[src/rtl/filter_sequencer.sv]
// Sequences up to four cascaded biquad stages over a shared external MAC for one audio sample.
// Optional FILTER_SEQ_SAT_EN: saturate stage results to the Q1.15 range instead of wrapping.
module filter_sequencer (
    input  logic        clk,
    input  logic        reset,
    input  logic [15:0] sample_in,
    input  logic        sample_valid,
    input  logic [3:0]  stage_bypass,
    input  logic [31:0] mac_result,
    output logic [1:0]  stage_sel,
    output logic [2:0]  tap_sel,
    output logic [4:0]  coef_addr,
    output logic        mac_en,
    output logic        mac_clr,
    output logic [15:0] stage_x0,
    output logic        hist_we,
    output logic [15:0] stage_y,
    output logic [15:0] sample_out,
    output logic        sample_out_valid,
    output logic        busy,
    output logic        overrun
);

    localparam int unsigned SampleW = 16;
    localparam int unsigned AccW    = 32;
    localparam int unsigned TapsPerStage = 5;
    localparam logic [2:0]  LastTap  = 3'(TapsPerStage - 1);
    localparam logic [1:0]  LastStage = 2'd3;

    typedef enum logic [2:0] {
        IDLE,
        ENTER,
        MAC,
        WAIT,
        STORE,
        DONE
    } state_t;

    state_t state, stateNxt;

    logic [1:0]         stageSelNxt;
    logic [2:0]         tapSelNxt;
    logic [4:0]         coefAddrNxt;
    logic               macEnNxt;
    logic               macClrNxt;
    logic [SampleW-1:0] x0Nxt;
    logic               histWeNxt;
    logic [SampleW-1:0] yNxt;
    logic [SampleW-1:0] outNxt;
    logic               outValidNxt;
    logic               busyNxt;
    logic               overrunNxt;

    // Bits outside the Q1.15 window only matter for saturation.
    logic unusedMacBits;
    assign unusedMacBits = ^{mac_result[31:30], mac_result[13:0]};

    // Q3.29 accumulator to Q1.15 stage result.
    function automatic logic [SampleW-1:0] postProc(input logic [AccW-1:0] acc);
`ifdef FILTER_SEQ_SAT_EN
        if (acc[31:29] == 3'b000 || acc[31:29] == 3'b111) begin
            return acc[29:14];
        end else if (acc[31]) begin
            return 16'h8000;
        end else begin
            return 16'h7FFF;
        end
`else
        return acc[29:14];
`endif
    endfunction

    // State register and registered outputs.
    always_ff @(posedge clk) begin
        if (reset) begin
            state            <= IDLE;
            stage_sel        <= '0;
            tap_sel          <= '0;
            coef_addr        <= '0;
            mac_en           <= 1'b0;
            mac_clr          <= 1'b0;
            stage_x0         <= '0;
            hist_we          <= 1'b0;
            stage_y          <= '0;
            sample_out       <= '0;
            sample_out_valid <= 1'b0;
            busy             <= 1'b0;
            overrun          <= 1'b0;
        end else begin
            state            <= stateNxt;
            stage_sel        <= stageSelNxt;
            tap_sel          <= tapSelNxt;
            coef_addr        <= coefAddrNxt;
            mac_en           <= macEnNxt;
            mac_clr          <= macClrNxt;
            stage_x0         <= x0Nxt;
            hist_we          <= histWeNxt;
            stage_y          <= yNxt;
            sample_out       <= outNxt;
            sample_out_valid <= outValidNxt;
            busy             <= busyNxt;
            overrun          <= overrunNxt;
        end
    end

    // Next state and next values of every registered output.
    always_comb begin
        stateNxt    = state;
        stageSelNxt = stage_sel;
        tapSelNxt   = tap_sel;
        macEnNxt    = 1'b0;
        macClrNxt   = 1'b0;
        x0Nxt       = stage_x0;
        histWeNxt   = 1'b0;
        yNxt        = stage_y;
        outNxt      = sample_out;
        outValidNxt = 1'b0;
        overrunNxt  = overrun | (sample_valid && state != IDLE);

        case (state)
            IDLE: begin
                if (sample_valid) begin
                    x0Nxt       = sample_in;
                    stageSelNxt = 2'd0;
                    tapSelNxt   = 3'd0;
                    stateNxt    = ENTER;
                end
            end
            ENTER: begin
                if (stage_bypass[stage_sel]) begin
                    tapSelNxt = 3'd0;
                    if (stage_sel == LastStage) begin
                        stateNxt = DONE;
                    end else begin
                        stageSelNxt = stage_sel + 2'd1;
                        stateNxt    = ENTER;
                    end
                end else begin
                    tapSelNxt = 3'd0;
                    macEnNxt  = 1'b1;
                    macClrNxt = 1'b1;
                    stateNxt  = MAC;
                end
            end
            MAC: begin
                if (tap_sel == LastTap) begin
                    stateNxt = WAIT;
                end else begin
                    tapSelNxt = tap_sel + 3'd1;
                    macEnNxt  = 1'b1;
                end
            end
            WAIT: begin
                // MAC output is final here and held until the next clear.
                yNxt      = postProc(mac_result);
                histWeNxt = 1'b1;
                stateNxt  = STORE;
            end
            STORE: begin
                x0Nxt     = stage_y;
                tapSelNxt = 3'd0;
                if (stage_sel == LastStage) begin
                    stateNxt = DONE;
                end else begin
                    stageSelNxt = stage_sel + 2'd1;
                    stateNxt    = ENTER;
                end
            end
            DONE: begin
                outNxt      = stage_x0;
                outValidNxt = 1'b1;
                stateNxt    = IDLE;
            end
            default: begin
                stateNxt = IDLE;
            end
        endcase

        coefAddrNxt = 5'(stageSelNxt) * 5'(TapsPerStage) + 5'(tapSelNxt);
        busyNxt     = (stateNxt != IDLE);
    end

endmodule
[config.mk]
export PLATFORM = sky130hd
export DESIGN_NAME = filter_sequencer
export DESIGN_NICKNAME = d
export VERILOG_FILES = /design/src/rtl/filter_sequencer.sv
export SDC_FILE = /design/constraint.sdc
export NUM_CORES = 1
export LEC_CHECK = 0
export BUFFER_PORTS_ARGS = -buffer_cell sky130_fd_sc_hd__buf_2
export CORE_MARGIN = 3
export CORE_UTILIZATION = 47
export DETAILED_ROUTE_END_ITERATION = 8
export PLACE_DENSITY = 0.88
export SYNTH_ARGS = -nofsm -noshare
export SYNTH_HDL_FRONTEND = slang
export SYNTH_SLANG_ARGS = --single-unit
[constraint.sdc]
create_clock -name clk -period 3.1 [get_ports clk]
set_clock_uncertainty 0.1 [all_clocks]
set_input_delay 0.62 -clock clk [delete_from_list [all_inputs] [get_ports clk]]
set_output_delay 0.62 -clock clk [all_outputs]
set_load 0.03 [all_outputs]
==> metrics.txt <==
run status finished clean; static leakage 1.53 nW; pin count of the biggest net entering global routing 43; CTS root buffer clkbuf_8; chip height 82.8 um; 1st-iter DRT viols 177; most common flop cell mapped by yosys dfxtp_1; first-pass GRT wire length 11,600 um; Routed Antenna Nets 0; Post-synth top cells nand2_1, dfxtp_1, a21oi_1; initial antenna violation count 0; Rows 27; FMAX 365 MHz; async set-reset flop share out of synthesis 0%; Tcrit/Tclk final 88.3%; vias 2,651; mean post-synth cell area 8.56 um2; flop-to-flop setup slack 0.36 ns; Pre-antenna DRT Iters 4; layout cell share with drive strength beyond 1 31.8%; switching share of power 28.2%; CP Max Fanout 13; critical path class flop to flop; Initial Util 49.4%; Multi-input gate area 1280 um2; Yosys Warn Count 0; HP Class flop to flop; power density of the placed cells 538 nW/um2; TritonCTS clock tree yes; GR Overflow Total 0; Yosys cell types 38; register bit count reported by yosys 67; # diodes 0; combinational power share 12.4%; Reg area 1340 um2; Die Width 82.8 um; Int Power 0.00135 W; Worst-path clk slew 0.08 ns; total negative slack 0 ns; CTS resizes 0; Net Count, Synth 388; Sw Pwr 0.000529 W; maxcap violations 0; DRC 0; RePlAce Congestion 0.835; post-CTS setup buffer count 0; nature of the critical path endpoint flop; placed wire-length estimate 5170 um; full die area 6860 um2; number of I/O port buffers 102; register area share after synthesis 48.4%; post-synth top area share 48.4%; clock latency on the worst-skew pair 0.33 ns; final non-filler cell area 3490 um2; Clock Power Share 38.7%; critical path data required time 3.28 ns; Max H-tree Level 3; CTS Buf Count 9; number of I/O pins 119; Area Overhead vs Synth 25.7%; EDFF count, synth 0; Nets 483; Gate Count Post-Synth 324; Clock Tree Buf Depth 2; drt total wl 7220 um; Final Max Slew Viols 0; Seq pwr share 48.9%; worst slew pin tran 0.757 ns; mapped cell area 2770 um2; Fillers 512; vias in the first global route 2,372; RSZ-0062 raised after global routing false; Final setup viols 0; most frequent cell after synthesis nand2_1; WL/cell 14.6 um; all-layer global routing usage 21.1%; crit start category flop; maximum vdd drop 382 uV; core area 5610 um2; area leader, netlist dfxtp_1; hold_buf cts 0; minimum clock period 2.74 ns; Synth area leaders dfxtp_1, nand2_1, a21oi_1; crit path DAT 2.92 ns; vias per inst 5.34; relative slew slack 49.5%; Clock Sinks 67; Area after DPL 3290 um2; Final Hold Viols 0
[cell usage in the layout (no fill, tap or decap), types with 2 or more instances in the layout]
master	netlist	routed
a21oi_1	58	58
nand3_1	7	7
mux2i_1	2	2
o221ai_1	15	15
a31oi_1	2	2
nor3b_4	2	2
inv_1	6	6
ha_1	8	8
o21ai_0	2	2
o32ai_1	2	2
nand2_1	92	92
inv_6	0	2
dfxtp_1	67	67
clkinvlp_4	0	3
clkbuf_8	0	9
a21o_1	2	2
nor2b_1	6	6
buf_2	6	102
nor2_1	11	11
nand4_1	2	2
buf_4	2	5
[power by group through the flow]
stage / combinational [W] / sequential [W] / clock [W]
finish: 0.000233 / 0.000919 / 0.000726
detailed placement: 0.000231 / 0.000937 / 0
global placement: 0.000227 / 0.000936 / 0
CTS: 0.000233 / 0.000917 / 0.000739
global route: 0.000252 / 0.000922 / 0.000783
floorplan: 0.000110 / 0.000981 / 0
[per-layer routing]
layer / GRT usage, % / wire (um) / vias up
li1: - / - / 1305
met1: 28.7 / 3290 / 1232
met2: 31.3 / 3330 / 95
met3: 4.17 / 361 / 19
met4: 11.7 / 228 / 0
met5: 0 / 0 / -
[sequential cells by signal, indices dropped and copies added, names as in the netlist, 2 cells and up]
signal      count
stage_y        16
coef_addr       5
sample_out     16
state           3
stage_sel       2
tap_sel         3
stage_x0       16
[final cells by class]
class / count / area share (%)
inverter: 7 / 0.754
clock inverter: 7 / 2.15
tap: 72 / 2.58
multi-input combinational: 227 / 36.8
timing repair buffer: 107 / 15.7
sequential: 67 / 38.5
clock buffer: 9 / 3.55
[cells by family after synthesis]
family	Yosys count	synth area share (%)
mux	4	1.94
simple gates	126	20.1
xor+xnor	1	0.316
buf+inv	30	5.42
fa+ha+maj	9	4.33
flops	67	48.4
compound gates	87	19.5
[per-stage QoR]
stage	utilization [%]	instances	power [W]	setup WS (ns)	hold slack, ns
6_report	62.2	496	0.00188	0.361	0.359
5_1_grt	62.2	496	0.00196	0.193	0.396
4_1_cts	62.2	496	0.00189	0.379	0.359
3_5_place_dp	58.6	480	0.00117	0.312	0.348
3_3_place_gp	58.6	480	0.00116	0.352	0.339
2_1_floorplan	-	324	0.00109	0.516	0.484
[critical path, stage by stage (launching register included)]
cell     delay, ns
dfxtp_1       0.65
nor3b_2       0.35
a21o_1        0.17
a21oi_1       0.09
a31oi_1       0.26
ha_1          0.29
ha_1          0.21
inv_1         0.07
fa_1          0.40
nor2_1        0.10
[worst paths after layout]
kind,cells past startpoint,startpoint,endpoint
worst min register to register,2,sample_out[4]$_SDFFE_PP0P_,sample_out[4]$_SDFFE_PP0P_
worst max-delay path,9,state[0]$_SDFF_PP0_,coef_addr[2]$_SDFF_PP0_
worst min-delay path,2,sample_out[4]$_SDFFE_PP0P_,sample_out[4]$_SDFFE_PP0P_
worst max register to register,9,state[0]$_SDFF_PP0_,coef_addr[2]$_SDFF_PP0_
Power figures use the tool's default switching activity.
